<file path="config.mk">
export PLATFORM = sky130hd
export DESIGN_NAME = iir_channel_scheduler
export DESIGN_NICKNAME = d
export VERILOG_FILES = /design/src/rtl/iir_pkg.sv /design/src/rtl/bwsm.sv /design/src/rtl/iir_rr_arbiter.sv /design/src/rtl/iir_channel_scheduler.sv
export SDC_FILE = /design/constraint.sdc
export NUM_CORES = 1
export LEC_CHECK = 0
export ABC_AREA = 1
export BUFFER_PORTS_ARGS = -buffer_cell sky130_fd_sc_hd__clkbuf_2
export CORE_UTILIZATION = 35
export CTS_CLUSTER_DIAMETER = 80
export CTS_CLUSTER_SIZE = 8
export DETAILED_ROUTE_END_ITERATION = 6
export MAX_ROUTING_LAYER = met4
export PLACE_DENSITY = 0.58
export SLEW_MARGIN = 20
export SYNTH_ARGS = -nofsm -noshare
export SYNTH_HDL_FRONTEND = slang
export SYNTH_SLANG_ARGS = --single-unit
</file>
<file path="constraint.sdc">
create_clock -name clk -period 3.15 [get_ports clk]
set_input_delay 0.63 -clock clk [delete_from_list [all_inputs] [get_ports clk]]
set_output_delay 0.63 -clock clk [all_outputs]
set_load 0.01 [all_outputs]
</file>
<file path="src/rtl/iir_pkg.sv">
// Shared types and helpers for the time-shared first-order IIR filter.
// Latency: none (declarations only).
// Backpressure: not applicable.
package iir_pkg;

    localparam int IIR_NUM_CH = 4;
    localparam int IIR_DATA_W = 4;

    typedef enum logic [1:0] {
        ST_IDLE = 2'd0,
        ST_MULT = 2'd1,
        ST_WB   = 2'd2
    } iir_state_e;

    // y_new = low half of the product plus x, wrapping modulo 2^DATA_W.
    function automatic logic [IIR_DATA_W-1:0] wrap_add(
        input logic [2*IIR_DATA_W-1:0] prod,
        input logic [IIR_DATA_W-1:0]   x
    );
        return prod[IIR_DATA_W-1:0] + x;
    endfunction

endpackage

</file>
<file path="src/rtl/bwsm.sv">
// Signed W x W Baugh-Wooley multiplier producing the full 2W-bit product.
// Latency: combinational.
// Backpressure: none.
module bwsm #(
    parameter int W = 4
) (
    input  logic [W-1:0]   a_i,
    input  logic [W-1:0]   b_i,
    output logic [2*W-1:0] p_o
);

    // Sum partial products; cross terms with exactly one sign bit are inverted
    // and the correction constant 2^W + 2^(2W-1) restores the signed result.
    always_comb begin
        logic [2*W-1:0] acc;
        logic [2*W-1:0] term;
        logic           pp;
        acc  = '0;
        term = '0;
        pp   = 1'b0;
        for (int i = 0; i < W; i++) begin
            for (int j = 0; j < W; j++) begin
                pp = a_i[j] & b_i[i];
                if ((i == W - 1) != (j == W - 1)) begin
                    pp = ~pp;
                end
                term        = '0;
                term[i + j] = pp;
                acc         = acc + term;
            end
        end
        term          = '0;
        term[W]       = 1'b1;
        term[2*W - 1] = 1'b1;
        acc           = acc + term;
        p_o           = acc;
    end

endmodule

</file>
<file path="src/rtl/iir_rr_arbiter.sv">
// Round-robin arbiter: first requester at or after the pointer, wrapping.
// Latency: combinational.
// Backpressure: none; the caller decides when the grant is consumed.
module iir_rr_arbiter #(
    parameter int NUM_CH = 4,
    parameter int CH_W   = 2
) (
    input  logic [NUM_CH-1:0] req_i,
    input  logic [CH_W-1:0]   ptr_i,
    output logic [NUM_CH-1:0] gnt_o,
    output logic [CH_W-1:0]   idx_o,
    output logic              vld_o
);

    // Scan channels starting at the pointer; the index wraps naturally in CH_W bits.
    always_comb begin
        logic [CH_W-1:0] cand;
        gnt_o = '0;
        idx_o = '0;
        vld_o = 1'b0;
        cand  = '0;
        for (int k = 0; k < NUM_CH; k++) begin
            cand = ptr_i + CH_W'(k);
            if (!vld_o && req_i[cand]) begin
                vld_o       = 1'b1;
                idx_o       = cand;
                gnt_o[cand] = 1'b1;
            end
        end
    end

endmodule

</file>
<file path="src/rtl/iir_channel_scheduler.sv">
// Time-shares one y = a*y_prev + x datapath across NUM_CH channels, round-robin.
// Latency: accept at T, tagged result at T+2; one sample per 3 cycles.
// Backpressure: req_valid held until a 1-cycle one-hot req_ready pulse in IDLE.
module iir_channel_scheduler
    import iir_pkg::*;
#(
    parameter int NUM_CH = IIR_NUM_CH,
    parameter int DATA_W = IIR_DATA_W,
    parameter int CH_W   = $clog2(NUM_CH)
) (
    input  logic                     clk,
    input  logic                     rst,
    input  logic                     cfg_we,
    input  logic [CH_W-1:0]          cfg_ch,
    input  logic [DATA_W-1:0]        cfg_coef,
    input  logic [NUM_CH-1:0]        req_valid,
    input  logic [NUM_CH*DATA_W-1:0] req_x,
    output logic [NUM_CH-1:0]        req_ready,
    output logic                     out_valid,
    output logic [CH_W-1:0]          out_ch,
    output logic [DATA_W-1:0]        out_y
);

    iir_state_e          state_q, state_d;
    logic [CH_W-1:0]     rr_q;
    logic [CH_W-1:0]     ch_q;
    logic [DATA_W-1:0]   x_q, a_q, y_q;
    logic [2*DATA_W-1:0] p_q;
    logic [DATA_W-1:0]   coef_q [NUM_CH];
    logic [DATA_W-1:0]   st_q   [NUM_CH];

    logic [NUM_CH-1:0]   gnt;
    logic [CH_W-1:0]     gnt_idx;
    logic                gnt_vld;
    logic                grant_fire;
    logic [2*DATA_W-1:0] prod;
    logic [DATA_W-1:0]   y_new;

    iir_rr_arbiter #(.NUM_CH(NUM_CH), .CH_W(CH_W)) u_arb (
        .req_i (req_valid),
        .ptr_i (rr_q),
        .gnt_o (gnt),
        .idx_o (gnt_idx),
        .vld_o (gnt_vld)
    );

    // The single shared multiplier always sees the latched sample's operands.
    bwsm #(.W(DATA_W)) u_mul (
        .a_i (a_q),
        .b_i (y_q),
        .p_o (prod)
    );

    assign grant_fire = (state_q == ST_IDLE) && gnt_vld;
    assign y_new      = wrap_add(p_q, x_q);

    // FSM state register.
    always_ff @(posedge clk) begin
        if (rst) begin
            state_q <= ST_IDLE;
        end else begin
            state_q <= state_d;
        end
    end

    // Next state and outputs; everything is forced quiet while reset is high.
    always_comb begin
        state_d   = state_q;
        req_ready = '0;
        out_valid = 1'b0;
        out_ch    = '0;
        out_y     = '0;
        if (!rst) begin
            unique case (state_q)
                ST_IDLE: begin
                    if (gnt_vld) begin
                        req_ready = gnt;
                        state_d   = ST_MULT;
                    end
                end
                ST_MULT: state_d = ST_WB;
                ST_WB: begin
                    out_valid = 1'b1;
                    out_ch    = ch_q;
                    out_y     = y_new;
                    state_d   = ST_IDLE;
                end
                default: state_d = ST_IDLE;
            endcase
        end
    end

    // Latch the granted sample with its coef/state snapshot, then register the product.
    always_ff @(posedge clk) begin
        if (rst) begin
            rr_q <= '0;
            ch_q <= '0;
            x_q  <= '0;
            a_q  <= '0;
            y_q  <= '0;
            p_q  <= '0;
        end else begin
            if (grant_fire) begin
                ch_q <= gnt_idx;
                x_q  <= req_x[gnt_idx*DATA_W +: DATA_W];
                a_q  <= coef_q[gnt_idx];
                y_q  <= st_q[gnt_idx];
                rr_q <= gnt_idx + CH_W'(1);
            end
            if (state_q == ST_MULT) begin
                p_q <= prod;
            end
        end
    end

    // Per-channel storage: writeback first, a config write later in the block wins.
    always_ff @(posedge clk) begin
        if (rst) begin
            for (int i = 0; i < NUM_CH; i++) begin
                coef_q[i] <= '0;
                st_q[i]   <= '0;
            end
        end else begin
            if (state_q == ST_WB) begin
                st_q[ch_q] <= y_new;
            end
            if (cfg_we) begin
                coef_q[cfg_ch] <= cfg_coef;
                st_q[cfg_ch]   <= '0;
            end
        end
    end

endmodule
</file>
* Word level (Yosys, flattened, before mapping)
Memories as Yosys holds them, arrays and structs flattened. A register that Yosys moved wholly into a read port is not among the register bits.
Index checks and enable logic that the tools add are counted.
W data, S select, Z words.
** Word-level totals
- Flip-flop bits (word level) :: 14
- Memory bits (writable) :: 32
- Bits of input ports :: 29
- Output and inout port bits :: 11
- Word-level logic and storage cells :: 124
- Memories kept :: 2
** Operators by class
- Add/subtract/negate cells :: 21
- $lt $le $gt $ge :: 8
- Equal/unequal tests :: 3
- Shifts and indexed selects :: 1
- Multiplexer cells :: 54
- Bitwise operators :: 15
- Reductions and logical operators :: 15
** Memory list
- coef_q :: depth 4, bits a word 4, read ports 1, clocked after memory_dff 1, write ports 4, line iir_channel_scheduler.sv:29 : logic [DATA_W-1:0] coef_q [NUM_CH];
- st_q :: depth 4, bits a word 4, read ports 1, clocked after memory_dff 1, write ports 4, line iir_channel_scheduler.sv:30 : logic [DATA_W-1:0] st_q [NUM_CH];
** Operators with widths (number)
- $mux W4 :: 12
- $add A4 B1 Y4 const B :: 7
- $mux W1 :: 23
- $add A4 B4 Y4 :: 5
- $mux W2 :: 10
- $shiftx A16 B5 Y4 :: 1
- $add A4 B3 Y4 :: 3
- $lt A2 B3 Y1 const B :: 4
- $or A4 B4 Y4 :: 3
- $reduce_or A4 Y1 :: 3
- $and A1 B1 Y1 :: 10
- $bmux W1 S2 :: 4
- $demux W1 S2 :: 4
- $ge A2 B1 Y1 const B :: 4
- $logic_and A1 B1 Y1 :: 8
- $add A2 B1 Y2 const B :: 2
- $add A2 B2 Y2 const B :: 2
- $add A4 B2 Y4 :: 1
- $pmux W2 S2 :: 1
- $add A1 B2 Y3 :: 1
- $logic_not A1 Y1 :: 3
- $eq A2 B1 Y1 const B :: 1
- $eq A2 B2 Y1 const B :: 1
- $logic_not A2 Y1 :: 1
- other kinds (2) :: 3

* Logic depth before layout (Yosys ltp)
Gate-level depths: netlist (run 1).
- Depth in word-level cells :: 17
- Mapped depth :: 16
- Depth with buffers taken out :: 14

* Modules after synthesis
A second synthesis (run 1) with hierarchy kept.
** Unflattened totals
- Cell total of the unflattened synthesis :: 478
- Area, all modules :: 3498.4 um2
** By module, submodules not included
- iir_channel_scheduler :: instances 1, cells each 343, area an instance 2643.8 um2, seq. area each 1241.2 um2
- iir_rr_arbiter :: instances 1, cells each 74, area an instance 440.4 um2, seq. area each 0.0 um2
- bwsm :: instances 1, cells each 61, area an instance 414.1 um2, seq. area each 0.0 um2

* Worst setup path after synthesis (run 1)
OpenSTA, ideal clock, no wires.
- Kind :: register to output
- Start point :: register rr_q[0]
- End point :: output req_ready[0]
- Data arrival time :: 1.838 ns
- Required time :: 2.520 ns
- Slack :: 0.682 ns
- Stages on the path, launching flop included :: 13
- Buffers on the path :: 1
- Cell sequence :: dfxtp_1 -> buf_6 -> inv_8 -> ha_1 -> inv_1 -> nand3_1 -> nand2_1 -> inv_1 -> nand2_1 -> nand2_4 -> nor2_1 -> nand2_1 -> inv_1
** On the way
- Cells in the longest elaborated chain, start to end :: 15
- Elaborated cells between the ends (all ways) :: 51
- Classes of those cells :: 3 x add/sub; 8 x order compare; 27 x mux; 3 x bitwise; 10 x reduce/logical
** Ends and longest elaborated chain
- from (decl) :: line iir_channel_scheduler.sv:25 : logic [CH_W-1:0] rr_q;
- from (signal assigned) :: line iir_channel_scheduler.sv:108 : rr_q <= gnt_idx + CH_W'(1);
- branches (longest 12 deep; another with $lt A2 B3 Y1)
- $mux W4 (*) :: line iir_channel_scheduler.sv:76 : if (gnt_vld) begin
- $mux W4 (*) :: line iir_channel_scheduler.sv:74 : unique case (state_q)
- $mux W4 (*) :: line iir_channel_scheduler.sv:73 : if (!rst) begin
- to (decl) :: line iir_channel_scheduler.sv:18 : output logic [NUM_CH-1:0] req_ready,
Every way passes the cells marked *. The select of a mux whose other input is x is not followed.

* Worst setup path after layout (run 1)
- Start point :: register rr_q[1]
- End point :: output req_ready[3]
Same word-level chain as after synthesis.

==> impl_metrics.json, run 1 <==
{
  "setup_slack_ns": 0.261,
  "skew_ns": 0.0112,
  "switching_share_pct": 50.2,
  "dieArea_um2": 10300,
  "wl_mm": 8.06,
  "final_cell_mix": "113 x nand2_1, 91 x inv_1, 67 x nor2_1",
  "area_growth_pct": 11.2,
  "ys_ff_latch": 54,
  "ant_nets": 0,
  "finalSetupViolations": 0,
  "cts_tree": "built",
  "die_y_um": 102,
  "relSlewSlack_pct": 67.7,
  "ir_worst_vdd_uv": 379,
  "routed_via_density": 4.53,
  "required_ns": 2.52,
  "path_common_cell": "inv_1",
  "fmax_mhz": 346,
  "ys_types": 30,
  "post-route-period-util_pct": 91.7,
  "crit_buf_inv": 5,
  "route.detailed.wl_per_inst_um": 12.0,
  "grt_max_degree": 27,
  "tightest_slew_ns": 0.481,
  "cp.arrival_ns": 2.26,
  "p_int_uw": 1620,
  "p_per_area_nw_per_um2": 843,
  "groute.usage.overall_pct": 17.0,
  "drive_above_1_share_pct": 14.6,
  "drt_iter0_markers": 154,
  "drc": 0,
  "hold_viol": 0,
  "grt_pass1_wl_mm": 13.1,
  "synth_area_leaders": "dfxtp_1 22%, edfxtp_1 14%, nand2_1 12%, inv_1 9.8%, nand3_1 8.2%",
  "portBuffers": 39,
  "worstSetupPathType": "flip-flop to output port",
  "seq_area_frac_synth_pct": 35.8,
  "gr-total-overflow": 0,
  "switching_power_uw": 1630,
  "seqPwrFrac_pct": 29.3,
  "root_buffer": "clkbuf_8",
  "fp.dieW_um": 102,
  "drv_slew": 0,
  "start_kind": "flip-flop",
  "hold_class": "flip-flop to flip-flop",
  "critPathTopFamily": "buffers and inverters",
  "path_cells": "inv_1 > ha_4 > inv_1 > nand3_2 > nand2_4 > nor2_1 > inv_1 > o21ai_0 > a21oi_1 > o21ai_0 > nand2_1 > inv_1 > clkbuf_2",
  "gp_congestion": 0.834,
  "n_antenna_cell": 0,
  "nets": 585,
  "synth_nets": 549,
  "postCtsHoldBufs": 0,
  "final_common_cell": "nand2_1",
  "fillers": 999,
  "drv_cap": 0,
  "cp_slowest_stage_delay_ns": 0.42,
  "endpoint_kind": "output port",
  "syn_area_per_cell_um2": 6.87,
  "cts.sinks": 54,
  "h-tree-depth": 2,
  "min_period_ns": 2.89,
  "leakagePower_uw": 0.00193,
  "grt_pass1_vias": 2768,
  "post-place-ws_ns": 0.318,
  "numCtsBuffers": 5,
  "rsz0062_at_grt": "no",
  "dr.pass1.iters": 4,
  "grt_antenna_before_repair": 0,
  "dpl.hpwl_mm": 6.13,
  "core-area_um2": 9420,
  "status": "complete, no violations",
  "critical-path-slowest-cell": "dfxtp_2",
  "p_clk_share_pct": 12.1,
  "start_util_pct": 36.9,
  "syn_area_um2": 3470,
  "finalPower_uw": 3250,
  "tns_ns": 0,
  "ios": 40,
  "combPwrFrac_pct": 58.6,
  "clkSlewWorstSetupHoldPaths_ns": 0.10,
  "synth.top_cell.area_share_pct": 21.9,
  "regArea_um2": 1240,
  "vias": 3037,
  "multi_input_area_um2": 1770,
  "netlist_instances": 505,
  "synth_top_area_cell": "dfxtp_1",
  "critPathMaxFanout": 8,
  "rows": 35,
  "synth-warning-count": 0,
  "cts_buffer_depth": 2,
  "utilization_pct": 41.0,
  "insertion_delay_ns": 0.31
}
## logic make-up (layout without fill, tap and decap cells)
family          Yosys count  count (layout)  share of synthesized area (%)
simple gates            275             275                           36.3
buf+inv                 111             148                           13.7
xor+xnor                  7               7                           1.77
fa+ha+maj                15              15                           5.84
compound gates           43              43                           6.64
flops                    54              54                           35.8
## sequential cells by signal, indices dropped and copies added, names as in the netlist
| register | flops |
|---|---|
| coef_q | 16 |
| st_q | 16 |
| a_q | 4 |
| p_q | 4 |
| x_q | 4 |
| y_q | 4 |
| ch_q | 2 |
| rr_q | 2 |
| state_q | 2 |
## cell usage after synthesis
cell and count:
ha_1 13, o21ai_0 11, dfxtp_1 38, nand3b_1 12, inv_1 91, nand2_2 8
nor2_2 2, nand3_1 57, buf_4 2, nand2_4 5, a21oi_2 1, edfxtp_1 16
nor3_1 5, clkbuf_1 3, inv_2 4, o221ai_1 1, inv_8 1, nor2_1 68
a211oi_1 2, xor2_1 4, xnor2_1 3, nand2_1 113, fa_1 2, nand4_4 1
a21oi_1 27, nand3_2 4, buf_6 5, a21boi_0 1, clkinv_1 1, buf_2 4
## per-stage QoR
stage          hold slack [ns]  area (um2)  instances
4_1_cts                  0.468        3840        671
3_3_place_gp             0.444        3750        663
5_1_grt                  0.493        3860        671
2_1_floorplan            0.436        3470        505
3_5_place_dp             0.452        3750        663
6_report                 0.469        3860        671
## what timing repair did
item                                    in CTS  in global routing
endpoints found under the setup margin       4                  4
resized for setup                            1                  2
setup buffers                                0                  0
## final timing paths
path	start	to	slack (ns)	cells past startpoint
worst max register to register	rr_q[1]	rr_q[1]	0.67	12
worst min-delay path	st_q[3][0]	st_q[3][0]	0.47	2
worst min register to register	st_q[3][0]	st_q[3][0]	0.47	2
worst max-delay path	rr_q[1]	req_ready[3]	0.26	13
## power by group through the flow
stage               logic [uW]  clock network (uW)  registers [uW]
CTS                       1900                 403             953
floorplan                 1620                   0             931
global placement          1860                   0             967
finish                    1900                 393             954
detailed placement        1880                   0             969
global route              2160                 430             971
## tightest hold or removal path, cell delays in order (launching register included)
cell     delay (ns)
dfxtp_1        0.32
nand2_1        0.06
a21oi_1        0.05
## layout make-up
type	instances	share of cell area, %
clock buffer	6	1.88
clock inverter	2	0.389
inverter	97	9.63
multi-input combinational	340	45.9
sequential	54	32.2
tap	129	4.18
timing repair buffer	43	5.84
## layer usage
metal	wire [um]	vias up	global-route usage [%]
met1	3890	1360	21.8
met2	3890	36	27.7
met3	182	6	2.48
met5	0	-	-
li1	-	1635	-
met4	94	0	4.68
(Power assumes the default switching activity.)
==> run 2, diff against run 1 <==
--- a/config.mk
+++ b/config.mk
@@ -9,3 +9,5 @@
 export BUFFER_PORTS_ARGS = -buffer_cell sky130_fd_sc_hd__clkbuf_2
-export CORE_UTILIZATION = 35
+export CELL_PAD_IN_SITES_DETAIL_PLACEMENT = 1
+export CELL_PAD_IN_SITES_GLOBAL_PLACEMENT = 2
+export CORE_UTILIZATION = 33
 export CTS_CLUSTER_DIAMETER = 80
@@ -14,3 +16,3 @@
 export MAX_ROUTING_LAYER = met4
-export PLACE_DENSITY = 0.58
+export PLACE_DENSITY_LB_ADDON = 0.1
 export SLEW_MARGIN = 20
--- a/constraint.sdc
+++ b/constraint.sdc
@@ -3,2 +3,2 @@
 set_output_delay 0.63 -clock clk [all_outputs]
-set_load 0.01 [all_outputs]
+set_load 0.02 [all_outputs]
==> run 2 against run 1 <==
Global-route usage increased by 2.2 points. Register-to-register slack got worse by 0.02 ns. Critical path depth unchanged.
==> impl_metrics.json, run 2 (synthesis results as in run 1) <==
{
  "area_growth_pct": 12.8,
  "combPwrFrac_pct": 57.9,
  "core-area_um2": 10300,
  "critPathMaxFanout": 12,
  "ant_nets": 0,
  "numCtsBuffers": 5,
  "critPathTopFamily": "buffers and inverters",
  "fp.dieW_um": 105,
  "r2r_slack_ns": 0.65,
  "hold_depth": 2,
  "grt_antenna_before_repair": 0,
  "highest_layer": "met4",
  "p_int_uw": 1710,
  "ios": 40,
  "path_common_cell": "inv_1",
  "path_cells": "inv_8 > ha_1 > inv_1 > nand3_2 > nand2_4 > nor2_2 > inv_1 > o21ai_0 > a21oi_1 > o21ai_0 > nand2_1 > inv_1 > clkbuf_2",
  "ir_worst_vdd_uv": 287,
  "cts.repair.resized": 0,
  "drive_above_1_share_pct": 15.6,
  "r2r-start": "rr_q[0]",
  "reg_top3": "coef_q x16, st_q x16",
  "p_per_area_nw_per_um2": 881,
  "hold_viol": 0,
  "p_clk_share_pct": 14.3,
  "dr.pass1.iters": 4,
  "grt_pass1_vias": 3151,
  "drv_slew": 0,
  "rows": 37,
  "drt_iter0_markers": 81,
  "grt_max_degree": 27,
  "cts_buffer_depth": 2,
  "finalSetupViolations": 0,
  "min_period_ns": 2.90,
  "dieArea_um2": 10900,
  "die_y_um": 105,
  "post_cts_buffers": 0,
  "start_util_pct": 33.8,
  "met1_length_mm": 4.85,
  "hold_class": "flip-flop to flip-flop",
  "place_inst": 674,
  "cp.arrival_ns": 2.27,
  "reg2reg_depth": 12,
  "wl_met3_um": 146,
  "cts_tree": "built",
  "fin_cells": 682,
  "wl_met2_mm": 4.50,
  "route.detailed.wl_per_inst_um": 14.1,
  "dpl.hpwl_mm": 7.47,
  "final_common_cell": "nand2_1",
  "relSlewSlack_pct": 65.1,
  "status": "complete, no violations",
  "portBuffers": 39,
  "drv_cap": 0,
  "leakagePower_uw": 0.00197,
  "cts.sinks": 54,
  "fillers": 1345,
  "wl_mm": 9.60,
  "fmax_mhz": 345,
  "final_cell_mix": "113 x nand2_1, 91 x inv_1, 66 x nor2_1",
  "hp-start": "st_q[2][3]",
  "cp_slowest_stage_delay_ns": 0.40,
  "switching_share_pct": 50.4,
  "clkSlewWorstSetupHoldPaths_ns": 0.11,
  "tns_ns": 0,
  "critical-path-slowest-cell": "dfxtp_2",
  "switching_power_uw": 1740,
  "h-tree-depth": 2,
  "rsz0062_at_grt": "no",
  "multi_input_area_um2": 1760,
  "crit_buf_inv": 5,
  "n_antenna_cell": 0,
  "worstSetupPathType": "flip-flop to output port",
  "start_kind": "flip-flop",
  "drc": 0,
  "timing.rr.end": "rr_q[1]",
  "required_ns": 2.52,
  "regArea_um2": 1250,
  "routed_via_density": 4.57,
  "gr-total-overflow": 0,
  "min_to": "st_q[2][3]",
  "tightest_slew_ns": 0.519,
  "skew_ns": 0.0111,
  "vias": 3117,
  "nets": 589,
  "endpoint_kind": "output port",
  "seqPwrFrac_pct": 27.8,
  "grt_pass1_wl_mm": 16.1,
  "postCtsHoldBufs": 0,
  "post-route-period-util_pct": 92.1,
  "groute.usage.overall_pct": 19.1,
  "post-place-ws_ns": 0.402,
  "root_buffer": "clkbuf_8",
  "insertion_delay_ns": 0.31,
  "setup_slack_ns": 0.248,
  "gp_congestion": 0.816
}
## run 2: area by class of cell
class | instances | area share (%)
Clock inverter | 2 | 0.927
Multi-Input combinational cell | 340 | 44.9
Timing Repair Buffer | 47 | 6.52
Tap cell | 136 | 4.35
Inverter | 97 | 9.49
Clock buffer | 6 | 1.95
Sequential cell | 54 | 31.8
## run 2: worst reg2reg max path: stages, from the launching register on
cell and delay [ns]:
dfxtp_2 0.40, inv_8 0.07, ha_1 0.35, inv_1 0.12, nand3_1 0.08, nand2_1 0.16, nand4_4 0.17, nand3_1 0.13
nand2_2 0.22, inv_2 0.30, nand2_1 0.10, o21ai_0 0.19, nor2_1 0.09
## run 2: through the flow
step                hold slack [ns]  total power (uW)  cell area (um2)  util, %
floorplan                     0.436              2570             3470        -
global placement              0.448              2950             3790     36.9
detailed placement            0.458              3010             3790     36.9
CTS                           0.473              3510             3910     38.0
global route                  0.487              3820             3920     38.1
finish                        0.470              3450             3920     38.1
## run 2: worst max-delay path by stage
stage	start	endpoint	slack, ns	depth (start not counted)
floorplan	rr_q[0]	req_ready[0]	0.63	12
global route	rr_q[1]	req_ready[1]	0.03	13
finish	rr_q[0]	req_ready[0]	0.25	13
detailed placement	rr_q[1]	req_ready[0]	0.40	13
global placement	rr_q[1]	req_ready[3]	0.50	12
CTS	rr_q[1]	req_ready[0]	0.03	12
## run 2: power by group through the flow
stage               registers (uW)  clock network [uW]  logic [uW]
floorplan                      931                   0        1640
global placement               971                   0        1980
detailed placement             974                   0        2030
CTS                            957                 513        2040
global route                   975                 530        2310
finish                         958                 494        2000
## run 2: layer usage
layer	GRT usage (%)	vias up
li1	-	1644
met1	25.4	1431
met2	31.5	33
met3	2.06	9
met4	4.08	0
met5	-	-
